<file path="src/rtl/mips_ctrl_fsm.sv">
// mips_ctrl_fsm: multi-cycle control unit (PC/IR owner, fetch/decode/exec/mem/wb sequencing).
// Optional overflow trap on ADD/SUB is compiled in when OVF_TRAP_EN is defined.
module mips_ctrl_fsm #(
    parameter logic [15:0] RESET_PC   = 16'h0000,
    parameter int unsigned WAIT_LIMIT = 255
) (
    input  logic        clk,
    input  logic        rst_n,
    input  logic [15:0] instr,
    input  logic        mem_ready,
    input  logic        alu_eq,
    input  logic        alu_v,
    output logic [15:0] pc,
    output logic [15:0] ir,
    output logic [15:0] imm,
    output logic        mem_req,
    output logic        mem_we,
    output logic        mem_sel,
    output logic [3:0]  alu_op,
    output logic        alu_src_b,
    output logic        reg_we,
    output logic        wb_src,
    output logic        halted,
`ifdef OVF_TRAP_EN
    output logic        bus_err,
    output logic        ovf_trap
`else
    output logic        bus_err
`endif
);

    localparam logic [3:0] OP_ADD = 4'h2;
    localparam logic [3:0] OP_SUB = 4'h6;
    localparam logic [3:0] OP_LW  = 4'h8;
    localparam logic [3:0] OP_SW  = 4'hA;
    localparam logic [3:0] OP_BNE = 4'hE;
    localparam logic [7:0] WAIT_LIMIT_C = WAIT_LIMIT[7:0];

    typedef enum logic [2:0] {
        ST_IDLE, ST_FETCH, ST_DECODE, ST_EXEC, ST_MEM, ST_WB, ST_HALT
    } state_t;

    function automatic logic is_rtype(input logic [3:0] op);
        return (op == 4'h0) || (op == 4'h1) || (op == OP_ADD) || (op == OP_SUB) || (op == 4'h7);
    endfunction

    function automatic logic is_mem_op(input logic [3:0] op);
        return (op == OP_LW) || (op == OP_SW);
    endfunction

    function automatic logic [15:0] sext4(input logic [3:0] v);
        return {{12{v[3]}}, v};
    endfunction

    state_t      state_r, state_nx;
    logic [15:0] pc_r, pc_nx, ir_r, ir_nx, imm_r;
    logic [7:0]  wait_cnt_r, wait_nx;
    logic        bus_err_r, bus_err_nx, ovf_trap_r, ovf_nx;
    logic        mem_req_r, mem_we_r, mem_sel_r, alu_src_b_r, reg_we_r, wb_src_r, halted_r;
    logic [3:0]  alu_op_r;
    logic        mem_req_s, mem_we_s, mem_sel_s, alu_src_b_s, reg_we_s, wb_src_s, halted_s;
    logic [3:0]  alu_op_s, op_s, op_nx;
    logic        wait_hit_s;

    assign op_s       = ir_r[15:12];
    assign op_nx      = ir_nx[15:12];
    assign wait_hit_s = ((wait_cnt_r + 8'd1) == WAIT_LIMIT_C);

    // Next-state, PC/IR update, wait counter and sticky error flags.
    always_comb begin
        state_nx   = state_r;
        pc_nx      = pc_r;
        ir_nx      = ir_r;
        wait_nx    = 8'd0;
        bus_err_nx = bus_err_r;
        ovf_nx     = ovf_trap_r;
        case (state_r)
            ST_IDLE: state_nx = ST_FETCH;
            ST_FETCH: begin
                if (mem_ready) begin
                    ir_nx    = instr;
                    pc_nx    = pc_r + 16'd1;
                    state_nx = ST_DECODE;
                end else if (wait_hit_s) begin
                    bus_err_nx = 1'b1;
                    state_nx   = ST_HALT;
                end else begin
                    wait_nx = wait_cnt_r + 8'd1;
                end
            end
            ST_DECODE: begin
                if (is_rtype(op_s) || is_mem_op(op_s) || (op_s == OP_BNE)) begin
                    state_nx = ST_EXEC;
                end else begin
                    state_nx = ST_HALT;
                end
            end
            ST_EXEC: begin
`ifdef OVF_TRAP_EN
                if (((op_s == OP_ADD) || (op_s == OP_SUB)) && alu_v) begin
                    ovf_nx   = 1'b1;
                    state_nx = ST_HALT;
                end else
`endif
                if (is_rtype(op_s)) begin
                    state_nx = ST_WB;
                end else if (is_mem_op(op_s)) begin
                    state_nx = ST_MEM;
                end else if (op_s == OP_BNE) begin
                    // pc already points past the branch, so the offset is relative to pc+1
                    if (!alu_eq) begin
                        pc_nx = pc_r + sext4(ir_r[3:0]);
                    end else begin
                        pc_nx = pc_r;
                    end
                    state_nx = ST_FETCH;
                end else begin
                    state_nx = ST_HALT;
                end
            end
            ST_MEM: begin
                if (mem_ready) begin
                    state_nx = (op_s == OP_LW) ? ST_WB : ST_FETCH;
                end else if (wait_hit_s) begin
                    bus_err_nx = 1'b1;
                    state_nx   = ST_HALT;
                end else begin
                    wait_nx = wait_cnt_r + 8'd1;
                end
            end
            ST_WB:   state_nx = ST_FETCH;
            ST_HALT: state_nx = ST_HALT;
            default: state_nx = ST_HALT;
        endcase
    end

    // Moore output decode for the upcoming state, so outputs leave a register.
    always_comb begin
        mem_req_s   = 1'b0;
        mem_we_s    = 1'b0;
        mem_sel_s   = 1'b0;
        alu_op_s    = 4'h0;
        alu_src_b_s = 1'b0;
        reg_we_s    = 1'b0;
        wb_src_s    = 1'b0;
        halted_s    = 1'b0;
        case (state_nx)
            ST_FETCH: mem_req_s = 1'b1;
            ST_EXEC: begin
                alu_op_s    = op_nx;
                alu_src_b_s = is_mem_op(op_nx);
            end
            ST_MEM: begin
                alu_op_s    = op_nx;
                alu_src_b_s = 1'b1;
                mem_req_s   = 1'b1;
                mem_sel_s   = 1'b1;
                mem_we_s    = (op_nx == OP_SW);
            end
            ST_WB: begin
                alu_op_s = op_nx;
                reg_we_s = 1'b1;
                wb_src_s = (op_nx == OP_LW);
            end
            ST_HALT: halted_s = 1'b1;
            default: halted_s = 1'b0;
        endcase
    end

    // State, datapath registers and registered outputs.
    always_ff @(posedge clk or negedge rst_n) begin
        if (!rst_n) begin
            state_r     <= ST_IDLE;
            pc_r        <= RESET_PC;
            ir_r        <= 16'h0000;
            imm_r       <= 16'h0000;
            wait_cnt_r  <= 8'd0;
            bus_err_r   <= 1'b0;
            ovf_trap_r  <= 1'b0;
            mem_req_r   <= 1'b0;
            mem_we_r    <= 1'b0;
            mem_sel_r   <= 1'b0;
            alu_op_r    <= 4'h0;
            alu_src_b_r <= 1'b0;
            reg_we_r    <= 1'b0;
            wb_src_r    <= 1'b0;
            halted_r    <= 1'b0;
        end else begin
            state_r     <= state_nx;
            pc_r        <= pc_nx;
            ir_r        <= ir_nx;
            imm_r       <= sext4(ir_nx[3:0]);
            wait_cnt_r  <= wait_nx;
            bus_err_r   <= bus_err_nx;
            ovf_trap_r  <= ovf_nx;
            mem_req_r   <= mem_req_s;
            mem_we_r    <= mem_we_s;
            mem_sel_r   <= mem_sel_s;
            alu_op_r    <= alu_op_s;
            alu_src_b_r <= alu_src_b_s;
            reg_we_r    <= reg_we_s;
            wb_src_r    <= wb_src_s;
            halted_r    <= halted_s;
        end
    end

    assign pc        = pc_r;
    assign ir        = ir_r;
    assign imm       = imm_r;
    assign mem_req   = mem_req_r;
    assign mem_we    = mem_we_r;
    assign mem_sel   = mem_sel_r;
    assign alu_op    = alu_op_r;
    assign alu_src_b = alu_src_b_r;
    assign reg_we    = reg_we_r;
    assign wb_src    = wb_src_r;
    assign halted    = halted_r;
    assign bus_err   = bus_err_r;
`ifdef OVF_TRAP_EN
    assign ovf_trap  = ovf_trap_r;
`endif

endmodule
</file>
<file path="config.mk">
export PLATFORM = sky130hd
export DESIGN_NAME = mips_ctrl_fsm
export DESIGN_NICKNAME = d
export VERILOG_FILES = /design/src/rtl/mips_ctrl_fsm.sv
export SDC_FILE = /design/constraint.sdc
export NUM_CORES = 1
export LEC_CHECK = 0
export ABC_AREA = 1
export CORE_MARGIN = 2
export CORE_UTILIZATION = 35
export DETAILED_ROUTE_END_ITERATION = 10
export GPL_ROUTABILITY_DRIVEN = 0
export PLACE_DENSITY_LB_ADDON = 0.25
export SYNTH_ARGS = -nofsm -noshare
export SYNTH_HDL_FRONTEND = slang
export SYNTH_SLANG_ARGS = --single-unit
</file>
<file path="constraint.sdc">
create_clock -name clk -period 5 [get_ports clk]
set_input_delay 1 -clock clk [delete_from_list [all_inputs] [get_ports clk]]
set_output_delay 1 -clock clk [all_outputs]
set_load 0.03 [all_outputs]
</file>
Word-level counts from Yosys, hierarchy flattened

Index checks and enable logic that the tools add are counted.

Bitwise gates (word level): 1
Eq/ne operators: 25
Reduce and logical (&&, ||, !) cells: 18
$add $sub $neg: 3
Muxes and demuxes: 28

Operators with widths:

| cell                                           | count |
|---|---|
| two-way mux 16 bit                             | 7 |
| case mux 16 bit (2 select lines)               | 1 |
| two-way mux 3 bit                              | 8 |
| two-way mux 8 bit                              | 3 |
| == test 4 bit (second input constant)          | 5 |
| adder 16 x 1 -> 16 bit (second input constant) | 1 |
| adder 16 bit                                   | 1 |
| == test 3 bit (second input constant)          | 5 |
| case mux 3 bit (5 select lines)                | 1 |
| inequality test 2 bit (second input constant)  | 5 |
| == test 3 x 2 -> 1 bit (second input constant) | 3 |
| adder 8 x 1 -> 8 bit (second input constant)   | 1 |
| == test 4 x 3 -> 1 bit (second input constant) | 2 |
| == test 8 bit (second input constant)          | 1 |
| logical OR 1 bit                               | 8 |
| == test 3 x 1 -> 1 bit (second input constant) | 2 |
| two-way mux 1 bit                              | 6 |
| AND reduction 6 bit                            | 1 |
| OR reduction 2 bit                             | 3 |
| == test 4 x 1 -> 1 bit (second input constant) | 1 |
| == test 4 x 2 -> 1 bit (second input constant) | 1 |
| zero test 4 bit                                | 1 |
| two-way mux 4 bit                              | 1 |
| zero test 3 bit                                | 1 |
| 6 further kinds                                | 6 |

Register bits after elaboration: 59
Logic and storage cells: 90

Logic depth before layout (Yosys ltp)

Gate-level depths: netlist (run 1).

Word-level depth: 12
Gate-level depth with buffers: 15

Least setup slack after synthesis (run 1)

OpenSTA, ideal clock, no wires.

Kind: flip-flop to flip-flop
Start: register ir_r[3] (netlist: ir[3])
End: register pc_r[8] (netlist: pc[8])
Setup slack: 2217 ps
Required time: 4872 ps
Arrival: 2655 ps
Cell stages (with the launch flop): 11
Buffers on the path: 0
Setup time: 128 ps
Path through: dfrtp_1 -> inv_1 -> nor2_1 -> ha_1 -> a21oi_1 -> nand2_1 -> a21boi_0 -> nor2_1 -> nor2_1 -> xor2_1 -> o21ai_0

Longest elaborated chain between the ends: 6

RTL lines:

| item                             | RTL line | text |
|---|---|---|
| from (decl)                      | 56       | `logic [15:0] pc_r, pc_nx, ir_r, ir_nx, imm_r;` |
| from (signal assigned)           | 191      | `ir_r <= ir_nx;` |
| adder 16 bit                     | 112      | `pc_nx = pc_r + sext4(ir_r[3:0]);` |
| two-way mux 16 bit               | 111      | `if (!alu_eq) begin` |
| two-way mux 16 bit               | 109      | `end else if (op_s == OP_BNE) begin` |
| two-way mux 16 bit               | 107      | `end else if (is_mem_op(op_s)) begin` |
| two-way mux 16 bit               | 105      | `if (is_rtype(op_s)) begin` |
| case mux 16 bit (2 select lines) | 77       | `case (state_r)` |
| to (signal assigned)             | 190      | `pc_r <= pc_nx;` |
| to (decl)                        | 56       |  |

No other way between the ends. The select of a mux whose other input is x is not followed.
A chain may end at the register's enable or synchronous reset.

Worst setup path in the final report (run 1)

Start: register state_r[2]
End: register pc_r[8] (netlist: pc[8])

Longest elaborated chain between the ends: 3
Elaborated cells on any way between the ends: 10
Classes of those cells: eq/ne: 7; mux: 1; reduce/logical: 2

RTL lines:

| item                                                                         | RTL line | text |
|---|---|---|
| from (decl)                                                                  | 55       | `state_t state_r, state_nx;` |
| from (signal assigned)                                                       | 189      | `state_r <= state_nx;` |
| == test 3 x 2 -> 1 bit or == test 3 x 1 -> 1 bit (tied branches)             | 77       |  |
| inequality test 2 bit (no source line) or nonzero test 2 bit (tied branches) | -        |  |
| AND reduction 6 bit (no source line)                                         | -        |  |

Parallel ways exist; a longest one is shown, timed or not.

==> summary.md, run 1 <==
| Metric | Value |
|---|---|
| Status | complete, no violations |
| Vias in the first global route | 2663 |
| Setup crit end kind | flop |
| CP Data Arrival Time | 3.55 ns |
| Net count, final | 532 |
| Clock network power share | 0.324 |
| Fin. max-slew vios | 0 |
| Number of antenna diodes | 0 |
| Hold buffers post-CTS | 0 |
| Max FO, Critical Path | 13 |
| Pint | 598 uW |
| Dpl ws | 1.65 ns |
| Area Overhead vs Synth | 27.2% |
| Slowest stage delay, CP | 0.85 ns |
| Hpwl dp | 5.49 mm |
| Mapped Cells | 426 |
| Initial Util | 0.362 |
| Hold crit path type | reg2reg |
| Psw | 230 uW |
| Unrepaired setup endpoints after global routing | no |
| Post-CTS resize count | 0 |
| ANT nets after route | 0 |
| Crit Path Class | reg2reg |
| Util after Layout | 0.461 |
| Final min period | 3.36 ns |
| Drt first pass iters | 5 |
| F_max | 298 MHz |
| Most frequent cells in the layout | nand2_1, clkdlybuf4s50_1, dfrtp_1 |
| CTS Buf Count | 5 |
| Core Area | 9280 sq um |
| Routed len/inst | 11.6 microns |
| Crit-path slowest cell | nor2_1 |
| Clk sinks | 55 |
| Starting DRT DRC Count | 107 |
| Worst Skew | 0.00842 ns |
| Share of cells above drive strength 1 | 0.0749 |
| Clk slew on worst S/H paths | 0.11 ns |
| Mean post-synth cell area | 7.89 sq um |
| Largest net degree at the start of global routing | 56 |
| Seq/Total Area, Yosys | 0.409 |
| Worst vdd ir | 0.000115 V |
| Mapped Nets | 465 |
| # DRC | 0 |
| Worst Setup Start Kind | flop |
| Die area | 10400 sq um |
| PnR worst setup slack | 1.64 ns |
| Logic pwr share | 0.122 |
| Final instance count without filler cells | 623 |
| Worst-path cell chain | inv_1 -> nand3_1 -> nor2_1 -> ha_1 -> a21oi_1 -> nand2_1 -> a21boi_0 -> nor2_1 -> nor2_1 -> xor2_1 -> o21ai_0 |
| CTS tree | built |
| Max cap viols | 0 |
| Initial antenna violation count | 0 |
| Die X | 102 microns |
| Final-report setup violation count | 0 |
| Power Density | 194 nW/um^2 |
| #FFs+latches synth | 55 |
| Via count | 2902 |
| Total track usage | 0.142 |
| Sequential cell area | 1380 sq um |
| Slew margin rel. | 0.282 |
| Req. time, crit path | 5.19 ns |
| Post-CTS Setup Bufs | 0 |
| CTS max path bufs | 2 |
| Sw Ratio | 0.278 |
| Root Driver | clkbuf_8 |
| Seq pwr share | 0.554 |
| Congestion Overflow GR | 0 |
| Clock Latency Late Sink | 0.32 ns |
| Final hold viol count | 0 |
| Distinct cell type count after synthesis | 37 |
| Ys async rst share | 1.00 |
| Cell area after synthesis | 3360 sq um |
| IO Port Bufs | 79 |
| Setup TNS | 0 ns |
| Commonest non-fill, non-tap cell in the layout | nand2_1 |
| Die height | 102 microns |
| H-Tree Depth | 2 |
| Static Leak | 0.00210 uW |
| Post-synth EDFFs | 0 |
| Synthesis warning total | 0 |
| Most frequent CP cell | nor2_1 |
| WL final | 7.20 mm |
| Tcrit/Tclk final | 0.672 |
| Inst Count DP | 615 |
| Via density | 4.66 |
| Row cnt | 35 |
| Fillers | 926 |
| Num ports | 81 |
| First-pass GRT wire length | 11.9 mm |
| Multi-input logic area | 1660 sq um |
| Worst-Margin Slew | 1.07 ns |
| Predominant post-synthesis flop cell | dfrtp_1 |
==> cells in the mapped netlist (all sizes together), types with 2 or more instances <==
master,instances,area share
a21o,3,0.0067
nand4,5,0.0093
clkbuf,2,0.0022
o21ai,25,0.039
xor2,6,0.016
xnor2,4,0.010
nand3b,6,0.013
dfrtp,55,0.41
ha,17,0.063
nor3,6,0.010
nand2,133,0.16
a21oi,19,0.036
o31ai,3,0.0067
nand3,30,0.054
nor2,39,0.058
buf,18,0.039
inv,49,0.055
==> path summary, 6_finish.rpt <==
path / startpoint / endpoint / cells past startpoint / slack (ns)
max: state_r[2] / pc[8] / 11 / 1.64
min: bus_err / bus_err / 1 / 0.47
max reg2reg: state_r[2] / pc[8] / 11 / 1.64
min reg2reg: bus_err / bus_err / 1 / 0.47
max in group asynchronous: rst_n / wait_cnt_r[1] / 2 / 3.73
min in group asynchronous: rst_n / mem_we / 2 / 0.80
==> state kept, by name, summed over array words and instances, names as in the netlist, 3 cells and up <==
signal	cells
alu_op	4
state_r	3
wait_cnt_r	8
ir	13
imm	3
pc	16
==> critical path, delay by kind of cell, from the launching register on <==
kind	cells	cell delay (ns)
buf+inv	1	0.17
xor+xnor	1	0.14
flops	1	0.43
simple gates	5	1.36
fa+ha+maj	1	0.45
compound gates	3	0.68
==> power groups by stage <==
stage               combinational, uW  clock [uW]  sequential, uW
finish                            101         269             459
global placement                  102           0             467
detailed placement                102           0             468
floorplan                        42.5           0             480
CTS                               103         279             459
global route                      109         296             461
==> per-stage QoR <==
| stage | total power [uW] | cell area (sq um) | hold WS [ns] |
|---|---|---|---|
| floorplan | 523 | 3360 | 0.454 |
| global placement | 569 | 4180 | 0.454 |
| detailed placement | 570 | 4180 | 0.457 |
| CTS | 841 | 4280 | 0.483 |
| global route | 866 | 4280 | 0.493 |
| finish | 829 | 4280 | 0.473 |
==> cells by family after synthesis <==
kind of cell	share of synthesized area
AND/OR/NAND/NOR	0.302
flip-flops	0.409
AO/OA/AOI/OAI	0.0979
XOR/XNOR	0.0261
buffers and inverters	0.0956
adder cells (fa/ha/maj)	0.0692
==> routing by layer <==
layer,part of all wire,global-route usage,up-vias
li1,-,-,1490
met4,0.013,0.0390,0
met5,0,0,-
met2,0.45,0.228,80
met3,0.064,0.0363,8
met1,0.48,0.190,1324
==> cell type report <==
class / instances / area share
Clock inverter: 3 / 0.00673
Inverter: 49 / 0.0430
Clock buffer: 5 / 0.0161
Timing Repair Buffer: 80 / 0.185
Sequential cell: 55 / 0.322
Multi-Input combinational cell: 302 / 0.389
Tap cell: 129 / 0.0377
Note: power is estimated with default switching activity, not from simulation.
==> run 2: changes to the inputs <==
==> constraint.sdc (replaced) <==
create_clock -name clk -period 3.4 [get_ports clk]
set_input_delay 0.68 -clock clk [delete_from_list [all_inputs] [get_ports clk]]
set_output_delay 0.68 -clock clk [all_outputs]
set_load 0.03 [all_outputs]
==> run 2 against run 1 <==
First-iteration DRC count down 9.3%. Sequential power grew 47%. Non-clock buffer count increased by 1. Critical path depth rose by 3. Clock power rose by 45%. Hold slack lost 0.12 ns. Fmax rose by 22%. Via count increased by 0.24%. Largest power group unchanged.
==> summary.md, run 2 (synthesized netlist as in run 1, its figures left out) <==
| Metric | Value |
|---|---|
| CTS Buf Count | 5 (unchanged) |
| Max FO, Critical Path | 5 (-8) |
| Worst-path cell chain | inv_1 -> nand3_1 -> or2_2 -> ha_1 -> inv_1 -> fa_1 -> inv_1 -> nand3_1 -> nand2_1 -> a21boi_0 -> nor2_1 -> nor2_1 -> xor2_1 -> o21ai_0 |
| Via count | 2909 (+0.24%) |
| Clock Latency Late Sink | 0.32 ns (about the same) |
| Worst reg2reg startpoint | state_r[2] |
| Sw Ratio | 0.275 (-0.00276) |
| Vias in the first global route | 2699 (+1.4%) |
| H-Tree Depth | 2 (unchanged) |
| Crit path from | state_r[2] |
| Fillers | 968 (+4.5%) |
| F_max | 364 MHz (+22%) |
| Logic pwr share | 0.122 (about the same) |
| Psw | 334 uW (+45%) |
| CTS tree | built |
| Levels on crit path | 14 (+3) |
| Final hold viol count | 0 (unchanged) |
| Most frequent CP cell | inv_1 |
| CP Buf/Inv Count | 3 (+2) |
| Area Overhead vs Synth | 27.4% |
| Clock network power share | 0.321 (-0.003) |
| Initial Util | 0.362 (unchanged) |
| R2r worst-path depth | 14 (+3) |
| IO Port Bufs | 79 (unchanged) |
| Fin Hold WS | 0.348 ns (-0.125 ns) |
| Initial antenna violation count | 0 (unchanged) |
| CP Data Arrival Time | 2.93 ns (-0.62 ns) |
| Total track usage | 0.147 (+0.00539) |
| CTS max path bufs | 2 (unchanged) |
| Power consumption | 1210 uW (+46%) |
| Setup TNS | 0 ns (unchanged) |
| Crit Path Class | reg2reg |
| Max cap viols | 0 (unchanged) |
| Slowest stage delay, CP | 0.43 ns (-0.42 ns) |
| Setup crit end kind | flop |
| CP delay by family, top | simple AND/OR/NAND/NOR gates |
| Root Driver | clkbuf_8 |
| Starting DRT DRC Count | 97 (-9.3%) |
| Number of antenna diodes | 0 (unchanged) |
| Status | complete, no violations |
| ANT nets after route | 0 (unchanged) |
| Reg2reg end | pc[8] |
| Final min period | 2.75 ns (-0.608 ns) |
| PnR worst setup slack | 0.650 ns (-0.992 ns) |
| Congestion Overflow GR | 0 (unchanged) |
| Row cnt | 35 (unchanged) |
| Power Density | 283 nW/um^2 (+46%) |
| Largest net degree at the start of global routing | 31 (-45%) |
| Largest register FFs | 16 (unchanged) |
| Most frequent cells in the layout | nand2_1, clkdlybuf4s50_1, dfrtp_1 |
| Core Area | 9280 sq um (unchanged) |
| Tcrit/Tclk final | 0.809 (+0.137) |
| Worst vdd ir | 0.000163 V (+41%) |
| Routed len/inst | 11.5 microns (-0.83%) |
| Multi-input logic area | 1660 sq um (unchanged) |
| Hold buffers post-CTS | 0 (unchanged) |
| Hold crit path type | in2async |
| Crit-path slowest cell | dfrtp_1 |
| First-pass GRT wire length | 12.2 mm (+2.5%) |
| # DRC | 0 (unchanged) |
| Worst R2R Setup Slack | 0.65 ns (-0.99 ns) |
| Post-CTS Setup Bufs | 0 (unchanged) |
| WL final | 7.15 mm (-0.67%) |
| Seq pwr share | 0.557 (+0.003) |
| Pint | 878 uW (+47%) |
| Hpwl dp | 5.57 mm (+1.5%) |
| Drt first pass iters | 4 (-1) |
| Unrepaired setup endpoints after global routing | no |
| Net count, final | 533 (+0.19%) |
| Slew margin rel. | 0.600 (+0.318) |
| Req. time, crit path | 3.58 ns (-1.61 ns) |
| Share of cells above drive strength 1 | 0.0768 (+0.00187) |
| Num ports | 81 (unchanged) |
| Worst Skew | 0.0143 ns (+0.00584 ns) |
| Worst-Margin Slew | 0.601 ns (-0.473 ns) |
| Die height | 102 microns (unchanged) |
| Static Leak | 0.00210 uW (about the same) |
| Sequential cell area | 1380 sq um (unchanged) |
| Final-report setup violation count | 0 (unchanged) |
| Commonest non-fill, non-tap cell in the layout | nand2_1 |
| Fin. max-slew vios | 0 (unchanged) |
| Setup crit end | pc[8] |
| Die area | 10400 sq um (unchanged) |
| Via density | 4.66 (about the same) |
| Die X | 102 microns (unchanged) |
| Post-CTS resize count | 0 (unchanged) |
| Worst Setup Start Kind | flop |
| Clk slew on worst S/H paths | 0.12 ns (about the same) |
| Clk sinks | 55 (unchanged) |
| Dpl ws | 0.689 ns (-0.961 ns) |
run 2: cell count changes in the layout (fill, tap and decap cells not counted), sizes merged:
cell	before	now
clkinv	2	1
buf	2	3
clkinvlp	0	1
run 2: per-stage QoR:
| stage | utilization | cell area (sq um) | cells |
|---|---|---|---|
| finish | 0.461 | 4280 | 624 |
| global route | 0.461 | 4280 | 624 |
| CTS | 0.461 | 4280 | 624 |
| detailed placement | 0.451 | 4190 | 616 |
| global placement | 0.451 | 4190 | 616 |
| floorplan | - | 3360 | 426 |
run 2: worst min-delay path by stage:
stage                       start   endpoint  slack, ns
after global routing        rst_n  alu_op[1]       0.38
final                       rst_n  alu_op[1]       0.35
after global placement      ir[8]      ir[8]       0.45
after CTS                   rst_n  alu_op[1]       0.36
after floorplan             rst_n  alu_op[0]       0.38
after detailed placement  bus_err    bus_err       0.46
run 2: worst register-to-register path: stages (launching register included):
cell and delay, ns:
dfrtp_1 0.43, inv_1 0.17, nand3_1 0.18, or2_2 0.32
ha_1 0.20, inv_1 0.07, fa_1 0.21, inv_1 0.07
nand3_1 0.07, nand2_1 0.08, a21boi_0 0.38, nor2_1 0.07
nor2_1 0.13, xor2_1 0.15, o21ai_0 0.08
run 2: cell type report:
cell class / count / share of cell area
clock buffers: 5 / 0.0161
flip-flops and latches: 55 / 0.321
multi-input cells: 302 / 0.389
inverters: 49 / 0.0429
repair buffers: 81 / 0.187
clock inverters: 3 / 0.00643
well taps: 129 / 0.0377
run 2: routing by layer:
layer	wire [microns]	global-route usage	up-vias
met2	3150	0.235	76
met5	0	0	-
li1	-	-	1497
met1	3470	0.200	1331
met3	435	0.0328	5
met4	85	0.0462	0
run 2: power by group through the flow:
stage	combinational [uW]	clock (uW)	sequential [uW]
final	148	389	675
after global routing	161	432	678
after CTS	151	406	676
after detailed placement	150	0	688
after global placement	149	0	688
after floorplan	62.5	0	706
==> run 3: changes to the inputs <==
==> constraint.sdc (replaced) <==
create_clock -name clk -period 2.8 [get_ports clk]
set_input_delay 0.56 -clock clk [delete_from_list [all_inputs] [get_ports clk]]
set_output_delay 0.56 -clock clk [all_outputs]
set_load 0.03 [all_outputs]
==> run 3 against run 2 <==
Hold slack lost 0.017 ns. Largest power group unchanged. Via count down 1.7%. Design area up 1.2%. Critical endpoint unchanged. Routed wire length rose by 0.85%. Total power rose by 22%. Clock power increased by 22%. Sequential share of layout area decreased by 0.38 points. Fmax increased by 8.3%. Combinational power rose by 25%. Cell count rose by 0.80%.
==> summary.md, run 3 (synthesized netlist as in run 1, its figures left out) <==
| Metric | Value |
|---|---|
| Setup crit end kind | flop |
| CTS Buf Count | 5 (unchanged) |
| Final min period | 2.54 ns (-0.210 ns) |
| Worst-path cell chain | inv_1 -> nand3_2 -> or2_2 -> ha_1 -> inv_1 -> fa_1 -> inv_1 -> nand3_1 -> nand2_1 -> a21boi_0 -> buf_4 -> nor2_1 -> nor2_1 -> xor2_1 -> o21ai_0 |
| Met3 wire length | 436 microns (+0.23%) |
| Max FO, Critical Path | 5 (unchanged) |
| Fin. max-slew vios | 0 (unchanged) |
| Detail Route met2 WL | 3.23 mm (+2.3%) |
| Routed len/inst | 11.5 microns (about the same) |
| Most frequent cells in the layout | nand2_1, clkdlybuf4s50_1, dfrtp_1 |
| Unrepaired setup endpoints after global routing | no |
| Max cap viols | 0 (unchanged) |
| Share of cells above drive strength 1 | 0.0920 (+0.0152) |
| Total track usage | 0.148 (+0.00124) |
| Worst Setup Start Kind | flop |
| Inst Count DP | 621 (+0.81%) |
| Crit-path slowest cell | dfrtp_1 |
| IO Port Bufs | 79 (unchanged) |
| Row cnt | 35 (unchanged) |
| Num ports | 81 (unchanged) |
| Clk sinks | 55 (unchanged) |
| DR top layer | met4 |
| Area Overhead vs Synth | 28.9% |
| Worst Skew | 0.0141 ns (-0.000198 ns) |
| Die area | 10400 sq um (unchanged) |
| Power Density | 341 nW/um^2 (+20%) |
| Final hold viol count | 0 (unchanged) |
| Via count | 2859 (-1.7%) |
| CTS max path bufs | 2 (unchanged) |
| Fillers | 945 (-2.4%) |
| Setup TNS | 0 ns (unchanged) |
| Net count, final | 538 (+0.94%) |
| Commonest non-fill, non-tap cell in the layout | nand2_1 |
| Req. time, crit path | 2.99 ns (-0.59 ns) |
| CP delay by family, top | simple AND/OR/NAND/NOR gates |
| Initial Util | 0.362 (unchanged) |
| Final instance count without filler cells | 629 (+0.80%) |
| Metal-1 WL | 3.48 mm (+0.26%) |
| Worst-Margin Slew | 0.838 ns (+0.237 ns) |
| Core Area | 9280 sq um (unchanged) |
| Hpwl dp | 5.64 mm (+1.2%) |
| Hold crit path type | in2async |
| CTS tree | built |
| First-pass GRT wire length | 12.4 mm (+1.6%) |
| Worst R2R Setup Slack | 0.26 ns (-0.39 ns) |
| Number of antenna diodes | 0 (unchanged) |
| Initial antenna violation count | 0 (unchanged) |
| Drt first pass iters | 4 (unchanged) |
| Die X | 102 microns (unchanged) |
| Starting DRT DRC Count | 63 (-35%) |
| F_max | 394 MHz (+8.3%) |
| Tcrit/Tclk final | 0.907 (+0.0982) |
| Clk slew on worst S/H paths | 0.11 ns (about the same) |
| CP Data Arrival Time | 2.73 ns (-0.20 ns) |
| Levels on crit path | 15 (+1) |
| Area after DPL | 4220 sq um (+0.90%) |
| Largest net degree at the start of global routing | 39 (+26%) |
| Util after Layout | 0.467 (+0.00553) |
| Slew margin rel. | 0.442 (-0.158) |
| R2r worst-path depth | 15 (+1) |
| Fin area | 4330 sq um (+1.2%) |
| Crit Path Class | reg2reg |
| CP Buf/Inv Count | 4 (+1) |
| Via density | 4.55 (-2.5%) |
| Clock Latency Late Sink | 0.31 ns (about the same) |
| Slowest stage delay, CP | 0.43 ns (about the same) |
| Status | complete, no violations |
| Worst vdd ir | 0.000281 V (+72%) |
| H-Tree Depth | 2 (unchanged) |
| Final-report setup violation count | 0 (unchanged) |
| Post-CTS Setup Bufs | 0 (unchanged) |
| Vias in the first global route | 2732 (+1.2%) |
| Congestion Overflow GR | 0 (unchanged) |
| Root Driver | clkbuf_8 |
| Static Leak | 0.00212 uW (+1.1%) |
| Most frequent CP cell | inv_1 |
| Die height | 102 microns (unchanged) |
| WL final | 7.21 mm (+0.85%) |
| ANT nets after route | 0 (unchanged) |
| # DRC | 0 (unchanged) |
| Largest register FFs | 16 (unchanged) |
| Hold buffers post-CTS | 0 (unchanged) |
run 3: stage by stage:
stage                     worst slack [ns]  hold slack (ns)  total power [uW]
final                                0.261            0.331              1480
after global routing                0.0243            0.398              1550
after CTS                            0.165            0.359              1510
after detailed placement             0.203            0.457              1020
after global placement               0.228            0.449              1020
after floorplan                     0.0171            0.264               934
run 3: final timing paths:
kind,start,to
worst max-delay path,state_r[2],pc[8]
worst min-delay path,rst_n,alu_op[0]
worst max register to register,state_r[2],pc[8]
worst min register to register,bus_err,bus_err
max in group asynchronous,rst_n,ir[3]
min in group clk,bus_err,bus_err
run 3: final cells by class:
class                           count  area (sq um)  area share
Multi-Input combinational cell    302          1680       0.387
Sequential cell                    55          1380       0.318
Timing Repair Buffer               86           838       0.193
Inverter                           49           184      0.0424
Tap cell                          129           161      0.0372
Clock buffer                        5          68.8      0.0159
Clock inverter                      3          27.5     0.00635
run 3: power breakdown:
group / internal (uW) / total, uW / switching, uW
clock: 186 / 475 / 289
combinational: 78.4 / 185 / 107
sequential: 806 / 817 / 10.8
run 3: repair_timing:
| item | in CTS | in global routing |
|---|---|---|
| endpoints found under the setup margin | 0 | 6 |
| hold endpoints to repair | 0 | 0 |
| gates resized for setup | 0 | 3 |
run 3: routing by layer:
metal,vias to the layer above,track usage
li1,1499,-
met1,1286,0.200
met2,70,0.240
met3,4,0.0424
met4,0,0.0297
met5,-,0
